$ cat src/rtl/core_pkg.sv
// -----------------------------------------------------------------------------
// core_pkg
// Shared definitions for the core accumulator CPU and its program loader:
// default data/address widths, program RAM depth and the loader controller
// state encoding.
// -----------------------------------------------------------------------------
package core_pkg;

  localparam int CORE_WORD_WIDTH = 8;
  localparam int CORE_ADDR_WIDTH = $clog2(CORE_WORD_WIDTH);
  localparam int CORE_RAM_DEPTH  = 2 ** CORE_ADDR_WIDTH;

  typedef enum logic [1:0] {
    RUN,      // core owns the RAM write port
    DRAIN,    // core stalled, one cycle for its last write to land
    LOAD,     // loader stream owns the RAM write port
    RELEASE   // core held in synchronous reset before restarting at PC=0
  } ctrl_state_t;

endpackage

$ cat src/rtl/reset_pulse_gen.sv
// -----------------------------------------------------------------------------
// reset_pulse_gen
// Load/count-down counter producing a registered active-high reset pulse of
// exactly reset_cycles cycles. The pulse is high out of controller reset, so
// the core always restarts after a controller reset.
//
// Ports:
//   clk      in   clock
//   reset_n  in   asynchronous active-low reset
//   i_load   in   (re)start a pulse; high from the next edge
//   o_pulse  out  registered reset pulse
//   o_done   out  pulse is in its final cycle (drops at the next edge)
// -----------------------------------------------------------------------------
module reset_pulse_gen #(
  parameter int reset_cycles = 2
) (
  input  logic clk,
  input  logic reset_n,
  input  logic i_load,
  output logic o_pulse,
  output logic o_done
);

  localparam int            CW       = (reset_cycles > 1) ? $clog2(reset_cycles) : 1;
  localparam logic [CW-1:0] LOAD_VAL = CW'(reset_cycles - 1);

  logic [CW-1:0] r_cnt;
  logic          r_pulse;

  // NOTE: sequential state uses non-blocking assignments so every register
  // samples the pre-edge values, independent of statement order.
  always_ff @(posedge clk or negedge reset_n) begin
    if (!reset_n) begin
      r_cnt   <= LOAD_VAL;
      r_pulse <= 1'b1;
    end else if (i_load) begin
      r_cnt   <= LOAD_VAL;
      r_pulse <= 1'b1;
    end else if (r_pulse) begin
      if (r_cnt == '0) r_pulse <= 1'b0;
      else             r_cnt   <= r_cnt - CW'(1);
    end
  end

  assign o_pulse = r_pulse;
  assign o_done  = r_pulse && (r_cnt == '0);

endmodule

$ cat src/rtl/core_loader_ctrl.sv
// -----------------------------------------------------------------------------
// core_loader_ctrl
// Owns the program RAM write port. In RUN the core's writes pass straight
// through; on a load request the core is stalled, the loader stream is
// written from address 0, and the core is restarted with a reset pulse.
//
// Ports:
//   clk, reset_n                 clock, asynchronous active-low reset
//   ld_start                     single-cycle load request (honoured in RUN)
//   ld_valid/ld_ready/ld_data    loader word handshake
//   ld_last                      final word of the image
//   core_write/waddr/wdata       core write request
//   core_clk_en, core_reset      core clock enable, synchronous core reset
//   mem_we/mem_waddr/mem_wdata   RAM write port (combinational mux)
//   busy                         high in every state except RUN
//   loaded_count                 words written by the most recent load
//   err_overflow                 sticky: image ran past the last RAM address
// -----------------------------------------------------------------------------
module core_loader_ctrl
  import core_pkg::*;
#(
  parameter int word_width   = CORE_WORD_WIDTH,
  parameter int addr_width   = $clog2(word_width),
  parameter int reset_cycles = 2
) (
  input  logic                  clk,
  input  logic                  reset_n,
  input  logic                  ld_start,
  input  logic                  ld_valid,
  output logic                  ld_ready,
  input  logic [word_width-1:0] ld_data,
  input  logic                  ld_last,
  input  logic                  core_write,
  input  logic [addr_width-1:0] core_waddr,
  input  logic [word_width-1:0] core_wdata,
  output logic                  core_clk_en,
  output logic                  core_reset,
  output logic                  mem_we,
  output logic [addr_width-1:0] mem_waddr,
  output logic [word_width-1:0] mem_wdata,
  output logic                  busy,
  output logic [addr_width:0]   loaded_count,
  output logic                  err_overflow
);

  ctrl_state_t           r_state;
  logic                  r_clk_en;
  logic                  r_ld_ready;
  logic                  r_busy;
  logic [addr_width:0]   r_loaded_count;
  logic                  r_err;

  logic                  w_accept;
  logic                  w_at_top;
  logic                  w_load_end;
  logic                  w_rst_pulse;
  logic                  w_rst_done;

  assign w_accept   = (r_state == LOAD) && ld_valid && r_ld_ready;
  // The word about to be written lands in the last RAM location.
  assign w_at_top   = (r_loaded_count[addr_width-1:0] == '1);
  assign w_load_end = w_accept && (ld_last || w_at_top);

  reset_pulse_gen #(
    .reset_cycles (reset_cycles)
  ) u_reset_pulse (
    .clk     (clk),
    .reset_n (reset_n),
    .i_load  (w_load_end),
    .o_pulse (w_rst_pulse),
    .o_done  (w_rst_done)
  );

  always_ff @(posedge clk or negedge reset_n) begin
    if (!reset_n) begin
      r_state        <= RELEASE;
      r_clk_en       <= 1'b0;
      r_ld_ready     <= 1'b0;
      r_busy         <= 1'b1;
      r_loaded_count <= '0;
      r_err          <= 1'b0;
    end else begin
      case (r_state)
        RUN: begin
          if (ld_start) begin
            r_state  <= DRAIN;
            r_clk_en <= 1'b0;
            r_busy   <= 1'b1;
            r_err    <= 1'b0;
          end
        end
        DRAIN: begin
          r_state        <= LOAD;
          r_ld_ready     <= 1'b1;
          r_loaded_count <= '0;
        end
        LOAD: begin
          if (w_accept) begin
            r_loaded_count <= r_loaded_count + (addr_width + 1)'(1);
            if (w_load_end) begin
              r_state    <= RELEASE;
              r_ld_ready <= 1'b0;
              r_clk_en   <= 1'b1;
              if (!ld_last) r_err <= 1'b1;
            end
          end
        end
        RELEASE: begin
          // Core is clocked while held in reset so the reset takes effect.
          r_clk_en <= 1'b1;
          if (w_rst_done) begin
            r_state <= RUN;
            r_busy  <= 1'b0;
          end
        end
        default: r_state <= RELEASE;
      endcase
    end
  end

  // NOTE: every signal written here gets a default first, so no path leaves
  // it unassigned and no latch is inferred.
  always_comb begin
    mem_we    = 1'b0;
    mem_waddr = core_waddr;
    mem_wdata = core_wdata;
    case (r_state)
      RUN:  mem_we = core_write;
      LOAD: begin
        mem_we    = w_accept;
        mem_waddr = r_loaded_count[addr_width-1:0];
        mem_wdata = ld_data;
      end
      default: mem_we = 1'b0;
    endcase
  end

  assign ld_ready     = r_ld_ready;
  assign core_clk_en  = r_clk_en;
  assign core_reset   = w_rst_pulse;
  assign busy         = r_busy;
  assign loaded_count = r_loaded_count;
  assign err_overflow = r_err;

endmodule

$ cat config.mk
export PLATFORM = sky130hd
export DESIGN_NAME = core_loader_ctrl
export DESIGN_NICKNAME = d
export VERILOG_FILES = /design/src/rtl/core_pkg.sv /design/src/rtl/reset_pulse_gen.sv /design/src/rtl/core_loader_ctrl.sv
export SDC_FILE = /design/constraint.sdc
export NUM_CORES = 1
export LEC_CHECK = 0
export CAP_MARGIN = 20
export CORE_MARGIN = 5
export CORE_UTILIZATION = 41
export DETAILED_ROUTE_END_ITERATION = 12
export GPL_TIMING_DRIVEN = 0
export PLACE_DENSITY = 0.9
export SETUP_SLACK_MARGIN = 0.2
export SYNTH_ARGS = -nofsm -noshare
export SYNTH_HDL_FRONTEND = slang
export SYNTH_HIERARCHICAL = 1
export SYNTH_SLANG_ARGS = --single-unit
$ cat constraint.sdc
create_clock -name clk -period 2.65 [get_ports clk]
set_clock_uncertainty 0.1 [all_clocks]
set_input_delay 0.265 -clock clk [delete_from_list [all_inputs] [get_ports clk]]
set_output_delay 0.265 -clock clk [all_outputs]
set_load 0.005 [all_outputs]
==> results.py <==
metrics = {
    "status": {
        "outcome": "finished, final reports clean",
    },
    "layout": {
        "multiInputGateArea_um2": 495,
        "regArea_um2": 307,
        "drive_gt1_share_pct": 20.9,
        "fillerInstances": 158,
        "syn2layout_area_growth_pct": 65.8,
        "layout.nets": 167,
        "n_antenna_cell": 0,
    },
    "critical_path": {
        "r2r_end": "loaded_count[3]$_DFFE_PN0P_",
        "crit_fanout": 10,
        "crit_type": "reg2out",
        "r2r_slack_ns": 0.79,
        "r2r_start": "r_state[0]$_DFFE_PN1P_",
        "cp-end-kind": "output pin",
        "cp.arrival_ns": 2.02,
        "rr_worst_depth": 6,
        "startpoint_type": "register",
        "crit_required_ns": 2.29,
    },
    "drt": {
        "dr.pass1.iters": 4,
        "drtIter0Drc": 9,
        "avgViaCountPerCell": 5.06,
        "drc": 0,
        "wl_um": 2400,
        "antenna_left": 0,
        "wl_per_cell_um": 14.9,
        "via_count": 814,
    },
    "die": {
        "core_mm2": 0.00194,
        "die_h_um": 55.1,
        "dieArea_mm2": 0.00303,
        "start_util_pct": 42.9,
        "row_count": 16,
        "io-pin-count": 46,
        "fp.dieW_um": 55.1,
    },
    "yosys": {
        "yosys_warnings": 6,
        "synth_cells": 85,
        "syn-cell-area_um2": 833,
        "ys_seq_elements": 12,
        "avgSynthCellArea_um2": 9.80,
        "netlist-cell-type-count": 29,
        "synth-seq-area-share_pct": 36.8,
        "async_reset_ff_share_pct": 100,
        "netlist_top_cells_count": "mux2_2, nand2_1, dfrtp_1, ha_1, inv_1",
        "synth.most_common_cell": "mux2_2",
        "synth_area_leaders": "dfrtp_1, dfstp_2, mux2_2, ha_1, nand2_1",
        "synth_edf_count": 0,
        "synth_top_cell_by_area": "dfrtp_1",
        "yosysTopAreaCellShare_pct": 21.0,
        "syn-num-nets": 117,
        "synthFlopType": "dfrtp_1",
    },
    "timing": {
        "min_period_ns": 2.38,
        "fin_crit_sh_pct": 89.9,
        "worst_hold_slack_ns": 0.234,
        "maxSlewViolCount": 0,
        "finalSetupViolations": 0,
        "max_slew.worst_pin.slew_ns": 0.538,
        "finalHoldViolCount": 0,
        "setup-tns-final_ns": 0,
        "max_freq_ghz": 0.420,
        "worst_slew_margin_rel_pct": 64.0,
        "rsz0062_at_grt": "false",
    },
    "power_and_ir_drop": {
        "vdd_drop_max_mv": 0.318,
        "p_clk_share_pct": 36.7,
        "power.density_mw_per_mm2": 287,
        "p_seq_share_pct": 46.2,
        "p_sw_share_pct": 20.0,
        "power_switching_mw": 0.0796,
        "p_int_mw": 0.317,
        "p_leak_nw": 0.575,
        "p_comb_share_pct": 17.1,
        "power_mw": 0.397,
    },
    "cts": {
        "numCtsBuffers": 3,
        "post_cts_buffers": 0,
        "clock_latency_ns": 0.28,
        "ctsRootBufferMaster": "clkbuf_4",
        "clock_path_buffers": 2,
        "cts.sinks": 12,
        "cts_tree": "yes",
        "cts.clk_slew.worst_paths_ns": 0.08,
        "cts_htree_levels": 1,
    },
    "place": {
        "port_buffers": 45,
        "globalplace.congestion": 0.758,
        "dp_hpwl_um": 2020,
    },
    "run": {
        "drv_cap": 0,
    },
    "global_routing": {
        "grt_usage_pct": 17.0,
        "grt_max_degree": 13,
        "grt_pass1_vias": 837,
        "overflow": 0,
        "antenna_found_initial": 0,
        "grt_pass1_wl_um": 3630,
    },
    "min_path": {
        "hp-class": "in2async",
    },
}
==> worst max-delay path by stage <==
stage                                    to  cells after the start  slack [ns]                    from
finish                         mem_wdata[5]                      5        0.27  r_state[0]$_DFFE_PN1P_
CTS                            mem_waddr[2]                      4        0.23  r_state[1]$_DFFE_PN1P_
floorplan           core_clk_en$_DFFE_PN0P_                      5        0.94  r_state[0]$_DFFE_PN1P_
detailed placement             mem_waddr[2]                      5        0.44  r_state[0]$_DFFE_PN1P_
global placement               mem_wdata[4]                      4        0.48  r_state[1]$_DFFE_PN1P_
global route                   mem_wdata[5]                      5        0.21  r_state[0]$_DFFE_PN1P_
==> flip-flops by register name (all words and copies together), names as in the netlist <==
signal / flops
loaded_count: 4
r_state: 2
busy: 1
core_clk_en: 1
err_overflow: 1
ld_ready: 1
u_reset_pulse/o_pulse: 1
u_reset_pulse/r_cnt: 1
==> per-layer routing <==
layer	vias up	track usage (%)	part of all wire, %	wire, um
met5	-	0	0	0
met1	379	19.6	42	1000
met4	0	5.26	2.4	57
met2	26	29.1	49	1190
met3	6	6.17	6.3	152
li1	403	-	-	-
==> what timing repair did <==
item                       in CTS  in global routing
resized for setup               3                  4
setup endpoints to repair      12                  9
pin swaps                       0                  0
hold buffers                    0                  0
==> through the flow <==
stage | instances | cell area, um2 | utilization (%) | setup WS [ns]
3_3_place_gp | 157 | 1320 | 67.8 | 0.482
4_1_cts | 161 | 1360 | 70.2 | 0.225
6_report | 161 | 1380 | 71.1 | 0.268
5_1_grt | 161 | 1380 | 71.1 | 0.206
2_1_floorplan | 85 | 833 | - | 0.941
3_5_place_dp | 157 | 1320 | 67.8 | 0.439
==> power by group through the flow <==
stage          clock (mW)  combinational [mW]  sequential (mW)
2_1_floorplan           0             0.00977            0.187
3_3_place_gp            0              0.0669            0.187
3_5_place_dp            0              0.0687            0.187
4_1_cts             0.150              0.0693            0.183
5_1_grt             0.159              0.0723            0.183
6_report            0.146              0.0679            0.183
==> placed cells by master, fill, tap and decap left out, drive strengths merged <==
cell type and instances:
clkbuf 4, o21ai 3, a21o 2, nand4 2, nor2 4, buf 3
a221oi 1, o311ai 1, nor3 1, a22o 1, dfrtp 7, a21oi 2
o21a 1, nand3 6, a211oi 1, a2bb2oi 2, nor2b 1, o221ai 1
o211ai 2, and2 1, dfstp 5, nand2 10, clkdlybuf4s50 43, dlymetal6s2s 2
or4 2, inv 7, mux2 11, ha 7, mux2i 1
==> critical path: stages (launching register included) <==
cell,delay (ns)
dfstp_2,0.56
inv_1,0.10
ha_4,0.20
buf_6,0.14
mux2_2,0.29
clkdlybuf4s50_1,0.46
==> kinds of logic (layout without fill, tap and decap cells) <==
| family | Yosys count | after routing | synth area share, % |
|---|---|---|---|
| simple gates | 27 | 27 | 15.8 |
| compound gates | 17 | 17 | 15.6 |
| mux | 12 | 12 | 16.1 |
| flops | 12 | 12 | 36.8 |
| buf+inv | 10 | 59 | 5.26 |
| fa+ha+maj | 7 | 7 | 10.5 |
==> layout make-up <==
class | instances | share of cell area, %
well taps | 27 | 2.45
flip-flops and latches | 12 | 22.2
repair buffers | 45 | 33.0
multi-input cells | 63 | 35.9
inverters | 7 | 1.90
plain buffers | 3 | 1.99
clock buffers | 4 | 2.63
Note: power is estimated with default switching activity, not from simulation.
